<file path="config.mk">
export PLATFORM = sky130hd
export DESIGN_NAME = muldiv_unit
export DESIGN_NICKNAME = d
export VERILOG_FILES = /design/src/rtl/muldiv_pkg.sv /design/src/rtl/muldiv_iter.sv /design/src/rtl/muldiv_unit.sv
export SDC_FILE = /design/constraint.sdc
export NUM_CORES = 1
export LEC_CHECK = 0
export CORE_MARGIN = 2
export CORE_UTILIZATION = 45
export DETAILED_ROUTE_END_ITERATION = 8
export PLACE_DENSITY = 0.68
export SYNTH_ARGS = -nofsm -noshare
export SYNTH_HDL_FRONTEND = slang
export SYNTH_SLANG_ARGS = --single-unit
</file>
<file path="constraint.sdc">
create_clock -name clk -period 8 [get_ports clk]
set_input_delay 1.6 -clock clk [delete_from_list [all_inputs] [get_ports clk]]
set_output_delay 1.6 -clock clk [all_outputs]
set_load 0.05 [all_outputs]
</file>
<file path="src/rtl/muldiv_pkg.sv">
// Shared types and helpers for the iterative multiply/divide unit.
// Operand width, op and state encodings, and two's-complement negate.
package muldiv_pkg;

    localparam int WIDTH   = 32;
    localparam int COUNT_W = $clog2(WIDTH);

    typedef enum logic [1:0] {
        MULT  = 2'd0,
        MULTU = 2'd1,
        DIV   = 2'd2,
        DIVU  = 2'd3
    } muldiv_op_t;

    typedef enum logic [1:0] {
        IDLE = 2'd0,
        CALC = 2'd1,
        FIX  = 2'd2
    } muldiv_state_t;

    function automatic logic [WIDTH-1:0] negate(input logic [WIDTH-1:0] value);
        return ~value + {{(WIDTH-1){1'b0}}, 1'b1};
    endfunction

    function automatic logic is_div_op(input logic [1:0] op);
        return (op == DIV) || (op == DIVU);
    endfunction

    function automatic logic is_signed_op(input logic [1:0] op);
        return (op == MULT) || (op == DIV);
    endfunction

endpackage

</file>
<file path="src/rtl/muldiv_iter.sv">
// Datapath for one shift-add multiply step or one restoring-divide step per cycle.
// acc holds {partial product, multiplier} or {remainder, dividend/quotient}.
module muldiv_iter
    import muldiv_pkg::*;
(
    input  logic                 clk,
    input  logic                 rst_n,
    input  logic                 load,
    input  logic                 step,
    input  logic                 div_mode,
    input  logic [WIDTH-1:0]     a,
    input  logic [WIDTH-1:0]     b,
    output logic [2*WIDTH-1:0]   acc
);

    logic [2*WIDTH-1:0] acc_reg;
    logic [2*WIDTH-1:0] acc_next;
    logic [WIDTH-1:0]   b_reg;
    logic               div_reg;

    logic [WIDTH-1:0]   addend;
    logic [WIDTH:0]     mul_sum;
    logic [WIDTH:0]     div_part;
    logic [WIDTH:0]     div_diff;

    always_comb begin
        addend   = b_reg & {WIDTH{acc_reg[0]}};
        mul_sum  = {1'b0, acc_reg[2*WIDTH-1:WIDTH]} + {1'b0, addend};
        // Shifted-left remainder; it stays below 2*b so WIDTH+1 bits suffice.
        div_part = acc_reg[2*WIDTH-1:WIDTH-1];
        div_diff = div_part - {1'b0, b_reg};
        acc_next = acc_reg;
        if (div_reg) begin
            if (!div_diff[WIDTH]) begin
                acc_next = {div_diff[WIDTH-1:0], acc_reg[WIDTH-2:0], 1'b1};
            end else begin
                acc_next = {div_part[WIDTH-1:0], acc_reg[WIDTH-2:0], 1'b0};
            end
        end else begin
            acc_next = {mul_sum, acc_reg[WIDTH-1:1]};
        end
    end

    always_ff @(posedge clk) begin
        if (!rst_n) begin
            acc_reg <= '0;
            b_reg   <= '0;
            div_reg <= 1'b0;
        end else if (load) begin
            acc_reg <= {{WIDTH{1'b0}}, a};
            b_reg   <= b;
            div_reg <= div_mode;
        end else if (step) begin
            acc_reg <= acc_next;
        end
    end

    assign acc = acc_reg;

endmodule

</file>
<file path="src/rtl/muldiv_unit.sv">
// Multiply/divide sequencer owning HI/LO: FSM, iteration count, sign fix-up,
// MTHI/MTLO writes and the pipeline stall request.
module muldiv_unit
    import muldiv_pkg::*;
(
    input  logic             clk,
    input  logic             rst_n,
    input  logic             start,
    input  logic [1:0]       op,
    input  logic [WIDTH-1:0] op_a,
    input  logic [WIDTH-1:0] op_b,
    input  logic             mthi,
    input  logic             mtlo,
    input  logic [WIDTH-1:0] wdata,
    input  logic             rd_req,
    input  logic             rd_sel,
    output logic             busy,
    output logic             stall,
    output logic [WIDTH-1:0] rd_data,
    output logic [WIDTH-1:0] hi,
    output logic [WIDTH-1:0] lo,
    output logic             div_by_zero
);

    muldiv_state_t      state_reg;
    logic [COUNT_W-1:0] count_reg;
    logic               div_reg;
    logic               neg_lo_reg;
    logic               neg_hi_reg;
    logic [WIDTH-1:0]   hi_reg;
    logic [WIDTH-1:0]   lo_reg;
    logic               dbz_reg;

    logic               op_is_div;
    logic               op_is_signed;
    logic               zero_div;
    logic               accept;
    logic               sign_xor;
    logic [WIDTH-1:0]   a_mag;
    logic [WIDTH-1:0]   b_mag;
    logic [2*WIDTH-1:0] acc;
    logic [WIDTH-1:0]   acc_hi;
    logic [WIDTH-1:0]   acc_lo;
    logic [WIDTH-1:0]   res_hi;
    logic [WIDTH-1:0]   res_lo;

    always_comb begin
        op_is_div    = is_div_op(op);
        op_is_signed = is_signed_op(op);
        zero_div     = op_is_div && (op_b == '0);
        accept       = (state_reg == IDLE) && start && !zero_div;
        sign_xor     = op_is_signed && (op_a[WIDTH-1] ^ op_b[WIDTH-1]);
        a_mag        = (op_is_signed && op_a[WIDTH-1]) ? negate(op_a) : op_a;
        b_mag        = (op_is_signed && op_b[WIDTH-1]) ? negate(op_b) : op_b;
    end

    muldiv_iter u_iter (
        .clk      (clk),
        .rst_n    (rst_n),
        .load     (accept),
        .step     (state_reg == CALC),
        .div_mode (op_is_div),
        .a        (a_mag),
        .b        (b_mag),
        .acc      (acc)
    );

    // Product negation runs across both halves: HI takes the carry out of LO.
    always_comb begin
        acc_hi = acc[2*WIDTH-1:WIDTH];
        acc_lo = acc[WIDTH-1:0];
        res_hi = acc_hi;
        res_lo = acc_lo;
        if (div_reg) begin
            if (neg_lo_reg) res_lo = negate(acc_lo);
            if (neg_hi_reg) res_hi = negate(acc_hi);
        end else if (neg_hi_reg) begin
            res_lo = negate(acc_lo);
            res_hi = ~acc_hi + {{(WIDTH-1){1'b0}}, (acc_lo == '0)};
        end
    end

    always_ff @(posedge clk) begin
        if (!rst_n) begin
            state_reg  <= IDLE;
            count_reg  <= '0;
            div_reg    <= 1'b0;
            neg_lo_reg <= 1'b0;
            neg_hi_reg <= 1'b0;
            hi_reg     <= '0;
            lo_reg     <= '0;
            dbz_reg    <= 1'b0;
        end else begin
            case (state_reg)
                IDLE: begin
                    if (start) begin
                        if (zero_div) begin
                            dbz_reg <= 1'b1;
                        end else begin
                            dbz_reg    <= 1'b0;
                            state_reg  <= CALC;
                            count_reg  <= COUNT_W'(WIDTH - 1);
                            div_reg    <= op_is_div;
                            neg_lo_reg <= sign_xor;
                            neg_hi_reg <= op_is_div ? (op_is_signed && op_a[WIDTH-1]) : sign_xor;
                        end
                    end else begin
                        if (mthi) hi_reg <= wdata;
                        if (mtlo) lo_reg <= wdata;
                    end
                end
                CALC: begin
                    if (count_reg == '0) begin
                        state_reg <= FIX;
                    end else begin
                        count_reg <= count_reg - 1'b1;
                    end
                end
                FIX: begin
                    hi_reg    <= res_hi;
                    lo_reg    <= res_lo;
                    state_reg <= IDLE;
                end
                default: state_reg <= IDLE;
            endcase
        end
    end

    assign busy        = (state_reg != IDLE);
    assign stall       = busy & (start | rd_req | mthi | mtlo);
    assign hi          = hi_reg;
    assign lo          = lo_reg;
    assign rd_data     = rd_sel ? hi_reg : lo_reg;
    assign div_by_zero = dbz_reg;

endmodule
</file>
Yosys cells after proc, flatten, opt, wreduce, memory -nomap -nowiden

Cells that the tools add are included.
Widths: inputs -> output; s select.

Flip-flop bits (word level): 172
Bits of input ports: 105
Output and inout bits: 99
Logic and storage cells: 97

Add/sub/neg operators: 8
Eq/ne operators: 11
Multiplexer cells: 29
Bitwise operators: 12
Reductions and logical operators: 25

Operators by type and width:

| cell                  | number |
|---|---|
| $mux 32               | 15 |
| $add 32x1->32 const B | 4 |
| $mux 64               | 2 |
| $not 32->32           | 4 |
| $pmux 32 s2           | 2 |
| $logic_not 32->1      | 2 |
| $add 32x32->33        | 1 |
| $sub 33x32->33        | 1 |
| $add 32x1->32         | 1 |
| $and 32x32->32        | 1 |
| $mux 5                | 3 |
| $ne 2x2->1 const B    | 7 |
| $reduce_and 3->1      | 4 |
| $pmux 5 s2            | 1 |
| $reduce_bool 2->1     | 4 |
| $eq 2x2->1 const B    | 3 |
| $logic_and 1x1->1     | 6 |
| $mux 2                | 3 |
| $logic_not 5->1       | 1 |
| $sub 5x1->5 const B   | 1 |
| $logic_not 2->1       | 2 |
| $pmux 2 s2            | 1 |
| $reduce_and 4->1      | 1 |
| $or 1x1->1            | 3 |
| 9 further kinds       | 12 |

Longest topological paths before layout

Depth after elaboration: 6
Gate-level depth with buffers: 18
Depth with buffers taken out: 17

Cells and area by module

From an unflattened synthesis, not the netlist that was laid out.

Cell total of the unflattened synthesis: 1,904
Area total of the unflattened synthesis: 14,958.1 um^2

Modules (own cells, without submodules):

| module      | instances | cells each | area each (um^2) | sequential area each (um^2) |
|---|---|---|---|---|
| muldiv_iter | 1         | 1,066      | 8,394.3          | 1,941.9 |
| muldiv_unit | 1         | 838        | 6,563.8          | 1,501.4 |

Least setup slack after synthesis

No wires, ideal clock.

Path type: input-to-output
From: input rd_sel
To: output rd_data[10]
Data arrival time: 2.613 ns
Data required time: 6.400 ns
Slack: 3.787 ns
Cell stages on the path: 3
Buffers on the path: 2
Cells stage by stage: clkbuf_1 > buf_1 > mux2_2

Longest elaborated chain between the ends: 1

Ends and longest elaborated chain:

| what            | line               | text |
|---|---|---|
| start, declared | muldiv_unit.sv:16  | `input logic rd_sel,` |
| $mux 32         | muldiv_unit.sv:133 | `assign rd_data = rd_sel ? hi_reg : lo_reg;` |
| end, declared   | muldiv_unit.sv:19  | `output logic [WIDTH-1:0] rd_data,` |

Every way passes these cells.

Worst setup path after layout

From: input op_b[19]
To: register u_iter.acc_reg[63], in the netlist u_iter.acc[63]

Longest elaborated chain between the ends: 5

Ends and longest elaborated chain:

| what                      | line              | text |
|---|---|---|
| start, declared           | muldiv_unit.sv:11 | `input logic [WIDTH-1:0] op_b,` |
| $logic_not 32->1          | muldiv_unit.sv:50 | `zero_div = op_is_div && (op_b == '0);` |
| $logic_and 1x1->1         | muldiv_unit.sv:50 |  |
| $logic_not 1->1           | muldiv_unit.sv:51 | `accept = (state_reg == IDLE) && start && !zero_div;` |
| $logic_and 1x1->1         | muldiv_unit.sv:51 |  |
| $reduce_or 2->1 (no line) | n/a               |  |
| end signal, assigned      | muldiv_iter.sv:50 | `acc_reg <= {{WIDTH{1'b0}}, a};` |
| end signal, assigned      | muldiv_iter.sv:54 | `acc_reg <= acc_next;` |
| end, declared             | muldiv_iter.sv:16 | `logic [2*WIDTH-1:0] acc_reg;` |

Every way passes these cells.
A chain may end at the register's enable or synchronous reset.

==> flow_summary.ini <==
[worst_setup_path]
crit_slowest_cell = and2_1
path_max_fanout = 40
slowest_delay_ns = 0.81
crit_top_cell = or4_1
cp-end-kind = register
startpoint = op_b[19]
crit_type = in -> reg
path_cells = clkdlybuf4s50_1 -> or4_1 -> or4_1 -> nor3_2 -> nand2_1 -> o21bai_4 -> and2_1 -> o311ai_0 -> a311oi_1 -> o31a_1
crit_arrival_ns = 5.79
ff2ff_setup_slack_ns = 3.41
ff2ff_path_depth = 18
startpoint_type = primary input
crit-reg2reg-launch = u_iter.acc[0]
required_ns = 8.39

[synthesis]
synth_flop_cell = dfxtp_1
yosys-top-cells-count = nand2_1 (204), dfxtp_1 (172), nor2_1 (149), a21oi_1 (132), o21ai_0 (125)
synth.distinct_cells = 75
syn_inst = 1851
yosysTopAreaCellShare = 0.240
syn_avg_cell_area_sq_um = 7.74
synth_area_leader_cell = dfxtp_1
netlist_area_sq_mm = 0.0143
synth_fp_nets = 2030
synth_area_leaders = dfxtp_1 (24%), ha_1 (6.3%), xnor2_1 (5.7%)
yosys_warnings = 0
async_reset_ff_frac = 0
ys_seq_area_frac = 0.240
ys_ff_latch = 172
synth-edff-count = 0
yosysMostFrequentCell = nand2_1

[finish]
final_cells = 2385
largest_register_ffs = 64
n_antenna_cell = 0
drive_gt1_frac = 0.0706
syn2layout_area_growth_pct = 19.6
nNetsFinal = 2150

[global_route]
antenna_found_initial = 0
grt_max_degree = 95
grt_pass1_wl_um = 71700
overflow = 0
grt_pass1_vias = 12800
grt_usage = 0.271

[pwr]
irDropWorstVdd_uv = 149
p_per_area_mw_per_mm2 = 182
p_leak_uw = 0.00741

[detailed_routing]
drt_iter0_markers = 1339
drc = 0
wire_per_inst_um = 19.4
vias_per_cell = 5.96
final_antenna_net_count = 0
wl_um = 46300
num_vias = 14200
drt_first_pass_iters = 5

[clock_tree]
h-tree-depth = 4
cts_resized = 0
cts_hold_buf = 0
clk-insertion-delay-late_ns = 0.44
clock-root-buffer = clkbuf_16
clockBufferDepth = 2
cts_tree = built
path_clk_slew_ns = 0.08
post_cts_buffers = 0
cts_sinks = 172
numCtsBuffers = 17

[timing]
slew_violations = 0
slew_headroom = 0.288
tightest_slew_ns = 1.07
fmaxAchievable_mhz = 185
post-route-worst-setup-slack_ns = 2.60
tns_ns = 0
fin_hold_ws_ns = 0.482
post-route-period-util = 0.675
setup_viol = 0
period_needed_ns = 5.40
rsz0062_at_grt = no
clock_skew_ns = 0.0159
finalHoldViolations = 0

[hold_path]
hold_depth = 2
min_path_type = reg -> reg
hold_start = u_iter.b_reg[31]

[run_status]
outcome = complete, no violations

[die]
coreArea_sq_mm = 0.0315
dieArea_sq_mm = 0.0333
die_w_um = 182
io_pins = 204
start_util = 0.455
fp.dieH_um = 182
num_rows = 65

[flow_run]
cap_violations = 0

[place]
place_hpwl_um = 35900
post-place-ws_ns = 2.21
port_buffers = 203
gp_routability_congestion = 0.916
dpl.cell_count = 2354
final cells by class:
class | count | area [sq um]
Clock buffer | 17 | 425
Clock inverter | 14 | 161
Fill cell | 3032 | 14300
Inverter | 67 | 251
Multi-Input combinational cell | 1497 | 10200
Sequential cell | 172 | 3440
Tap cell | 402 | 503
Timing Repair Buffer | 216 | 2130
worst paths after layout:
path                                          to
worst max-delay path              u_iter.acc[63]
worst min-delay path            u_iter.b_reg[31]
worst max register to register            hi[29]
worst min register to register  u_iter.b_reg[31]
placed cells by master, fill, tap and decap left out, drive strengths merged, types with 36 or more instances in the layout:
cell type and n:
xor2 79, mux2 63, a21o 36, nor3 40, ha 72, mux2i 71
a21oi 133, nor2 149, xnor2 94, and3 47, dfxtp 172, o21ai 126
o211a 46, clkdlybuf4s50 202, inv 70, nand2 205
metal layers:
layer  track usage  vias to the layer above  share of wire
li1              -                     6914              -
met1         0.403                     6686           0.48
met2         0.412                      565           0.42
met3        0.0335                       40          0.076
met4        0.0681                        0          0.018
met5             0                        -              0
power by group:
group          internal [uW]  total [uW]  switching [uW]  leakage [uW]
Sequential               933        1040             107       0.00141
Combinational            479        1220             737       0.00572
Clock                    442         853             411      0.000273
Total                   1850        3110            1250       0.00741
logic make-up after synthesis:
group	share of synthesized area
simple gates	0.193
mux	0.0992
xor+xnor	0.106
buf+inv	0.0486
flops	0.240
fa+ha+maj	0.0657
compound gates	0.247
worst max-delay path, delay by kind of cell:
kind | cells | cell delay, ns
and+or+nand+nor | 5 | 2.23
AOI/OAI and AO/OA | 4 | 1.45
buffers and inverters | 1 | 0.48
per-stage QoR:
stage | total power [uW] | area [sq um] | util
4_1_cts | 3100 | 17100 | 0.544
3_5_place_dp | 2250 | 16500 | 0.526
2_1_floorplan | 1870 | 14300 | -
6_report | 3110 | 17100 | 0.544
5_1_grt | 3260 | 17100 | 0.544
3_3_place_gp | 2240 | 16500 | 0.526
(Power assumes the default switching activity.)
